===== config.mk =====
export PLATFORM = sky130hd
export DESIGN_NAME = alu16_flat
export DESIGN_NICKNAME = d
export VERILOG_FILES = /design/src/rtl/alu16_pkg.sv /design/src/rtl/alu16_if.sv /design/src/rtl/alu16_addsub.sv /design/src/rtl/alu16.sv /design/src/flat_wrapper.sv
export SDC_FILE = /design/constraint.sdc
export NUM_CORES = 1
export LEC_CHECK = 0
export BUFFER_PORTS_ARGS = -buffer_cell sky130_fd_sc_hd__buf_2
export CAP_MARGIN = 15
export CORE_ASPECT_RATIO = 1.25
export CORE_MARGIN = 8
export CORE_UTILIZATION = 47
export DETAILED_ROUTE_END_ITERATION = 16
export PLACE_DENSITY = 0.79
export REMOVE_ABC_BUFFERS = 1
export SKIP_CTS_REPAIR_TIMING = 1
export SLEW_MARGIN = 20
export SYNTH_ARGS = -nofsm -noshare
export SYNTH_HDL_FRONTEND = slang
export SYNTH_SLANG_ARGS = --single-unit

===== constraint.sdc =====
create_clock -name clk -period 5.65 [get_ports clk]
set_input_delay 1.13 -clock clk [delete_from_list [all_inputs] [get_ports clk]]
set_output_delay 1.13 -clock clk [all_outputs]
set_load 0.03 [all_outputs]

===== src/rtl/alu16_pkg.sv =====
`default_nettype none
// ============================================================================
//  Module      : alu_pkg
//  Description : Shared definitions for the alu16 datapath ALU: opcode
//                encodings, default operand width and status-register bit
//                positions.
//  Contents    : ALU_ADD/ALU_SUB/ALU_AND/ALU_NOTB opcodes, DEF_WIDTH,
//                STAT_Z/STAT_N/STAT_V indices, alu_op_t alias.
//  Revision    : 1.0 - initial release
// ============================================================================
package alu_pkg;

    typedef logic [1:0] alu_op_t;

    // Opcode map
    localparam alu_op_t ALU_ADD  = 2'b00;
    localparam alu_op_t ALU_SUB  = 2'b01;
    localparam alu_op_t ALU_AND  = 2'b10;
    localparam alu_op_t ALU_NOTB = 2'b11;

    // Default operand/result width
    localparam int DEF_WIDTH = 16;

    // Bit positions inside the 3-bit status word {V,N,Z}
    localparam int STAT_Z = 0;
    localparam int STAT_N = 1;
    localparam int STAT_V = 2;

endpackage : alu_pkg
`default_nettype wire


===== src/rtl/alu16_if.sv =====
`default_nettype none
// ============================================================================
//  Module      : alu16_if
//  Description : Operand/result bundle between the register-file operand
//                latches, the ALU and the result latch.
//  Signals     : Ain, Bin, ALUop, load_status  (driven by master)
//                out, Z, N, V, status          (driven by the ALU, slave)
//  Modports    : master - operand source / result consumer
//                slave  - the ALU itself
//  Revision    : 1.0 - initial release
// ============================================================================
interface alu16_if
    import alu_pkg::*;
#(
    parameter int WIDTH = DEF_WIDTH
);
    logic [WIDTH-1:0] Ain;
    logic [WIDTH-1:0] Bin;
    alu_op_t          ALUop;
    logic             load_status;
    logic [WIDTH-1:0] out;
    logic             Z;
    logic             N;
    logic             V;
    logic [2:0]       status;

    modport master (
        output Ain, Bin, ALUop, load_status,
        input  out, Z, N, V, status
    );

    modport slave (
        input  Ain, Bin, ALUop, load_status,
        output out, Z, N, V, status
    );

endinterface : alu16_if
`default_nettype wire


===== src/rtl/alu16_addsub.sv =====
`default_nettype none
// ============================================================================
//  Module      : alu16_addsub
//  Description : Single shared adder for ADD and SUB. Subtraction is done as
//                A + ~B + 1, so one carry chain serves both operations.
//  Ports       : i_a, i_b  - operands
//                i_sub     - 1 selects A - B, 0 selects A + B
//                o_sum     - result modulo 2^WIDTH (carry-out discarded)
//                o_ovf     - signed two's-complement overflow
//  Revision    : 1.0 - initial release
// ============================================================================
module alu16_addsub
    import alu_pkg::*;
#(
    parameter int WIDTH = DEF_WIDTH
) (
    input  wire logic [WIDTH-1:0] i_a,
    input  wire logic [WIDTH-1:0] i_b,
    input  wire logic             i_sub,
    output logic      [WIDTH-1:0] o_sum,
    output logic                  o_ovf
);

    logic [WIDTH-1:0] w_b_eff;
    logic [WIDTH-1:0] w_cin;

    assign w_b_eff = i_sub ? ~i_b : i_b;
    assign w_cin   = {{(WIDTH-1){1'b0}}, i_sub};
    assign o_sum   = i_a + w_b_eff + w_cin;

    // Overflow happens when the adder's two inputs agree in sign and the sum
    // disagrees. Using the inverted B covers the SUB case (operand signs
    // differ, result sign differs from A) with the same expression.
    assign o_ovf = (i_a[WIDTH-1] == w_b_eff[WIDTH-1]) &&
                   (o_sum[WIDTH-1] != i_a[WIDTH-1]);

endmodule : alu16_addsub
`default_nettype wire


===== src/rtl/alu16.sv =====
`default_nettype none
// ============================================================================
//  Module      : alu16
//  Description : 16-bit datapath ALU. Combinational ADD/SUB/AND/NOT-B result
//                with combinational Z/N/V flags, plus a clocked status
//                register that captures {V,N,Z} when load_status is high.
//  Ports       : clk    - rising-edge clock (status register only)
//                rst_n  - asynchronous active-low reset, clears status only
//                bus    - alu16_if.slave: Ain, Bin, ALUop, load_status in;
//                         out, Z, N, V, status out
//  Revision    : 1.0 - initial release
// ============================================================================
module alu16
    import alu_pkg::*;
#(
    parameter int WIDTH = DEF_WIDTH
) (
    input  wire logic clk,
    input  wire logic rst_n,
    alu16_if.slave    bus
);

    logic [WIDTH-1:0] w_sum;
    logic             w_ovf;
    logic             w_sub;
    logic             w_arith;
    logic [WIDTH-1:0] w_out;
    logic             w_z;
    logic             w_n;
    logic             w_v;
    logic [2:0]       r_status;

    assign w_sub   = (bus.ALUop == ALU_SUB);
    assign w_arith = (bus.ALUop == ALU_ADD) || (bus.ALUop == ALU_SUB);

    alu16_addsub #(
        .WIDTH (WIDTH)
    ) u_addsub (
        .i_a   (bus.Ain),
        .i_b   (bus.Bin),
        .i_sub (w_sub),
        .o_sum (w_sum),
        .o_ovf (w_ovf)
    );

    // Result mux. NOT-B takes only Bin, so an undriven Ain cannot leak into
    // the result. An unknown opcode yields X in simulation and is a
    // don't-care for synthesis.
    always_comb begin
        w_out = {WIDTH{1'bx}};
        case (bus.ALUop)
            ALU_ADD:  w_out = w_sum;
            ALU_SUB:  w_out = w_sum;
            ALU_AND:  w_out = bus.Ain & bus.Bin;
            ALU_NOTB: w_out = ~bus.Bin;
            default:  w_out = {WIDTH{1'bx}};
        endcase
    end

    assign w_z = (w_out == {WIDTH{1'b0}});
    assign w_n = w_out[WIDTH-1];
    // Overflow is meaningful only for arithmetic; the adder still sees
    // operands during logic ops, so its flag is masked here.
    assign w_v = w_arith ? w_ovf : 1'b0;

    always_ff @(posedge clk or negedge rst_n) begin
        if (!rst_n) begin
            r_status <= 3'b000;
        end else if (bus.load_status) begin
            r_status[STAT_V] <= w_v;
            r_status[STAT_N] <= w_n;
            r_status[STAT_Z] <= w_z;
        end
    end

    assign bus.out    = w_out;
    assign bus.Z      = w_z;
    assign bus.N      = w_n;
    assign bus.V      = w_v;
    assign bus.status = r_status;

endmodule : alu16
`default_nettype wire


===== src/flat_wrapper.sv =====
// flat-port wrapper written by rule: the top's interface ports become plain ports
module alu16_flat import alu_pkg::*;
#(
    parameter int WIDTH = DEF_WIDTH
)
  (clk, rst_n, bus_Ain, bus_Bin, bus_ALUop, bus_load_status, bus_out, bus_Z, bus_N, bus_V, bus_status);
  alu16_if #(.WIDTH(WIDTH)) bus_i ();
  input  wire logic clk;
  input  wire logic rst_n;
  input wire logic [$bits(bus_i.Ain)-1:0] bus_Ain;
  input wire logic [$bits(bus_i.Bin)-1:0] bus_Bin;
  input wire logic [$bits(bus_i.ALUop)-1:0] bus_ALUop;
  input wire logic [$bits(bus_i.load_status)-1:0] bus_load_status;
  output wire logic [$bits(bus_i.out)-1:0] bus_out;
  output wire logic [$bits(bus_i.Z)-1:0] bus_Z;
  output wire logic [$bits(bus_i.N)-1:0] bus_N;
  output wire logic [$bits(bus_i.V)-1:0] bus_V;
  output wire logic [$bits(bus_i.status)-1:0] bus_status;
  assign bus_i.Ain = bus_Ain;
  assign bus_i.Bin = bus_Bin;
  assign bus_i.ALUop = bus_ALUop;
  assign bus_i.load_status = bus_load_status;
  assign bus_out = bus_i.out;
  assign bus_Z = bus_i.Z;
  assign bus_N = bus_i.N;
  assign bus_V = bus_i.V;
  assign bus_status = bus_i.status;
  alu16 #(.WIDTH(WIDTH)) u_core (.clk(clk), .rst_n(rst_n), .bus(bus_i));
endmodule

# Word level (Yosys, flattened, before mapping)

Index checks and enable logic that the tools add are counted.

Register bits: 3
Bits in latches: 0
Memory bits (writable): 0
Memory bits (read-only): 0
Logic and storage cells: 18
Memories: 0

Add/sub/neg operators: 2
Multipliers: 0
Div/mod/pow operators: 0
$lt $le $gt $ge: 0
Equality and inequality tests: 5
Shift-type cells: 0
Mux-type cells: 3
Bitwise operators: 2
Reduce and logical (&&, ||, !) cells: 5

Operators with widths:

| kind                                                            | count |
|---|---|
| 16-bit case mux with 3 select lines                             | 1 |
| 16-bit by 1-bit adder with 16-bit output                        | 1 |
| 16-bit adder                                                    | 1 |
| 16-bit AND                                                      | 1 |
| 16-bit zero test                                                | 1 |
| 16-bit 2-to-1 mux                                               | 1 |
| 16-bit inverter                                                 | 1 |
| 2-bit == test, second input constant                            | 2 |
| 2-bit by 1-bit == test with 1-bit output, second input constant | 1 |
| 2-bit zero test                                                 | 1 |
| 2-bit OR reduction                                              | 1 |
| 1-bit == test                                                   | 1 |
| 1-bit logical AND                                               | 1 |
| 1-bit logical OR                                                | 1 |
| 1-bit 2-to-1 mux                                                | 1 |
| 1-bit != test                                                   | 1 |

# Logic depth before layout (Yosys ltp)

Depth after elaboration: 7
Depth in mapped cells: 16

# Cells and area by module

From an unflattened synthesis, not the netlist that was laid out.

Cell total of the unflattened synthesis: 193
Area total of the unflattened synthesis: 1496.4 sq um

Modules (own cells, without submodules):

| module       | times used | cells each | area an instance (sq um) | seq. area each (sq um) |
|---|---|---|---|---|
| alu16_addsub | 1          | 108        | 875.8                    | 0.0 |
| alu16        | 1          | 85         | 620.6                    | 75.1 |

# Worst setup path before layout

OpenSTA, ideal clock, no wires.

Path type: input to output
Start: input bus_ALUop[1]
End: output bus_Z
Arrival time: 5.530 ns
Required time: 4.520 ns
Setup slack: -1.010 ns
Cell stages on the path: 15
Path through: buf_6 > inv_1 > buf_6 > nand2_1 > clkbuf_1 > o21ai_0 > fa_1 > xor2_1 > nand2_1 > o21ai_0 > or4_1 > or4_1 > or4_1 > or4_4 > nor2_1

Longest elaborated chain between the ends: 6
Elaborated cells on any way between the ends: 10
Classes of those cells: add/sub: 2; eq/ne: 3; mux: 2; reduce/logical: 3

RTL lines:

| what                                     | line                     | RTL |
|---|---|---|
| from (decl)                              | flat_wrapper.sv:12       | `input wire logic [$bits(bus_i.ALUop)-1:0] bus_ALUop;` |
| 2-bit by 1-bit == test with 1-bit output | alu16.sv:33, alu16.sv:51 |  |
| 16-bit 2-to-1 mux                        | alu16_addsub.sv:27       | `assign w_b_eff = i_sub ? ~i_b : i_b;` |
| 16-bit adder                             | alu16_addsub.sv:29       | `assign o_sum = i_a + w_b_eff + w_cin;` |
| 16-bit by 1-bit adder with 16-bit output | alu16_addsub.sv:29       |  |
| 16-bit case mux with 3 select lines *    | alu16.sv:51              | `case (bus.ALUop)` |
| via bus_out[2]                           | flat_wrapper.sv:14       | `output wire logic [$bits(bus_i.out)-1:0] bus_out;` |
| 16-bit zero test *                       | alu16.sv:60              | `assign w_z = (w_out == {WIDTH{1'b0}});` |
| to (decl)                                | flat_wrapper.sv:15       | `output wire logic [$bits(bus_i.Z)-1:0] bus_Z;` |

The timed path passes the listed nets; every way through them passes the cells marked *.

# Worst setup path after layout

Start: input bus_ALUop[0]
End: output bus_Z

Longest elaborated chain between the ends: 6
Elaborated cells on any way between the ends: 10
Classes of those cells: add/sub: 2; eq/ne: 3; mux: 2; reduce/logical: 3

RTL lines:

| what                                     | line |
|---|---|
| 2-bit by 1-bit == test with 1-bit output | alu16.sv:33, alu16.sv:51 |
| 16-bit 2-to-1 mux                        | alu16_addsub.sv:27 |
| 16-bit adder                             | alu16_addsub.sv:29 |
| 16-bit by 1-bit adder with 16-bit output | alu16_addsub.sv:29 |
| 16-bit case mux with 3 select lines *    | alu16.sv:51 |
| 16-bit zero test *                       | alu16.sv:60 |

Mark *: on every way between the ends. The rest lies on a longest branch, timed or not.

==> results.cfg <==
[routing]
num_vias = 2258
drt-vias-per-instance = 6.25
drt_iter0_drc = 182
first_pass_iters = 4
route.detailed.drc = 0
routed_wl_microns = 6320
routedWlPerCell_microns = 17.5
detail-route-antenna-nets = 0

[synthesis]
ys_warn_count = 0
ys.flop_type = dfrtp_1
ys_types = 62
syn_avg_cell_area_sq_um = 7.15
synth_seq_cells = 3
netlist_area_sq_um = 1690
synth_xor_area_share_pct = 11.9
yosysSeqAreaShare_pct = 4.45
synthMuxAreaShare_pct = 2.67
synthCells = 236
synth_top_family_by_area = compound AO/OA/AOI/OAI gates
synth-edff-count = 0
synth_simple_gate_area_share_pct = 26.3
synth_compound_area_share_pct = 34.0
ys_async_sr_fraction_pct = 100
synthAdderAreaFrac_pct = 13.8

[sta]
fin_crit_ns = 5.83
skew_ns = 0
fin_hold_ws_ns = 0.499
rsz0062_at_grt = true
final.period_utilization_pct = 103
relSlewSlack_pct = 68.8
fmax_ghz = 0.172
setup_violations = 1
tightest_slew_ns = 0.461
setup_slack_ns = -0.177
finalSetupTns_ns = -0.177
hold_viol_final = 0
final_max_slew_viol_count = 0

[status]
violations = setup timing
status = finished with violations

[placed_design]
dp.cells = 350
io_buffers = 58
gp_congestion = 0.940
dpl_worst_slack_ns = -0.218
place_area_sq_um = 2180
dp_hpwl_microns = 4570

[pwr]
power_uw = 489
irDropWorstVdd_uv = 179
p_leak_nw = 1.14
cellPowerDensity_nw_per_um2 = 197

[critical_path]
end_kind = primary output
crit_type = primary input to primary output
required_ns = 4.52
reg2reg_from = u_core.bus.status[2]
startpoint = bus_ALUop[0]
crit_path_end = bus_Z
r2r_slack_ns = 4.91
worstSetupStartpointType = primary input
worstPathArrival_ns = 4.70
reg2reg_depth = 1
reg2reg_to = u_core.bus.status[2]
crit_fanout = 4

[clock_network]
cts-htree-levels = 1
cts_max_path_buffers = 2
numCtsBuffers = 3
cts_tree = yes
insertion_delay_ns = 0.21
cts_sinks = 3
cts.clk_slew.worst_paths_ns = 0.03
cts_root_buf = clkbuf_8

[finish]
stdcell_count = 361
layout.nets = 377
layout-drive-gt1-share_pct = 42.4
syn_to_final_growth_pct = 46.9
postLayoutCoreUtil_pct = 71.7
design_area_sq_um = 2480
largest_reg_flops = 3

[floorplan]
dieWidth_microns = 69.6
die_area_sq_um = 5770
placeableCoreArea_sq_um = 3450
top_level_ports = 59
initial_core_util_pct = 48.8
row_count = 24
die_height_microns = 83.0

[job]
drv_cap = 0

[grt]
grt_max_degree = 36
track_usage_pct = 18.9
grt_pass1_wl_microns = 9820
grt_pass1_vias = 2223
grt_antenna_before_repair = 0
grt-ovfl-total = 0

[worst_hold_path]
worstHoldPathType = register to register
## power breakdown
group,internal (mW),switching (mW)
combinational,0.170,0.230
clock,0.0482,0.0148
sequential,0.0241,0.000947
## routing by layer
| metal | vias to the layer above | wire [microns] | GRT usage (%) | share of wire, % |
|---|---|---|---|---|
| li1 | 1083 | - | - | - |
| met4 | 0 | 148 | 4.30 | 2.3 |
| met1 | 1059 | 2430 | 21.5 | 38 |
| met3 | 17 | 400 | 2.74 | 6.3 |
| met5 | - | 0 | 0 | 0 |
| met2 | 99 | 3340 | 35.5 | 53 |
## layout by cell type (no fill, tap or decap), types with 3 or more instances in the layout
cell type and count:
nand3b_1 4, buf_4 35, ha_1 12, mux2_2 4, nor2_1 14, xor2_1 6
a21o_1 5, xnor2_2 4, dfrtp_1 3, o21a_1 3, buf_2 56, a21oi_1 19
nand4_1 3, clkbuf_8 3, nand3_1 12, o211ai_1 5, xnor2_1 11, nor3_1 5
ha_4 4, inv_1 8, nand2_1 17, o21ai_0 16, and4_1 3
## logic make-up after synthesis
group | after synthesis
simple gates | 81
compound gates | 84
flops | 3
mux | 4
buf+inv | 23
fa+ha+maj | 18
xor+xnor | 23
## layout make-up
cell class                 instances  area (sq um)
multi-input combinational        210          1670
fill                             296           976
timing repair buffer              95           596
sequential                         3          75.1
tap                               39          48.8
clock buffer                       4          45.0
inverter                           9          38.8
antenna                            1          2.50
## critical path: stages
cell	delay (ns)
buf_2	0.15
nand2_4	0.08
buf_8	0.15
xnor2_4	0.15
fa_2	0.40
a211oi_1	0.37
o21ai_0	0.20
buf_4	0.19
a31o_2	0.23
a211oi_2	0.21
o211ai_1	0.12
or4_4	0.50
or4_4	0.57
nor2_4	0.12
buf_6	0.14
## synth_stat cells, drive strengths merged (3+ instances only)
master / n / area (sq um)
buf: 8 / 60.1
inv: 9 / 33.8
or3: 3 / 20.0
nor3: 5 / 25.0
nand2: 18 / 67.6
a21o: 5 / 37.5
nand3b: 4 / 30.0
xnor2: 17 / 149
ha: 17 / 213
and3: 3 / 20.0
xor2: 6 / 52.6
a211oi: 3 / 22.5
mux2: 4 / 45.0
a221o: 3 / 31.3
nor2: 15 / 56.3
a21oi: 21 / 105
and4: 3 / 26.3
nand3: 12 / 60.1
or4: 4 / 33.8
o21a: 3 / 22.5
o21ai: 19 / 95.1
dfrtp: 3 / 75.1
o211ai: 6 / 50.1
nand4: 3 / 18.8
clkbuf: 6 / 22.5
## how the worst min path moves through the flow
| stage | startpoint | endpoint | slack, ns | cells past startpoint |
|---|---|---|---|---|
| after detailed placement | u_core.bus.status[0] | u_core.bus.status[0] | 0.48 | 2 |
| after global placement | u_core.bus.status[0] | u_core.bus.status[0] | 0.48 | 2 |
| after global routing | u_core.bus.status[1] | u_core.bus.status[1] | 0.53 | 1 |
| after floorplan | u_core.bus.status[0] | u_core.bus.status[0] | 0.67 | 2 |
| after CTS | u_core.bus.status[1] | u_core.bus.status[1] | 0.50 | 1 |
| final | u_core.bus.status[1] | u_core.bus.status[1] | 0.50 | 1 |
(Power assumes the default switching activity.)
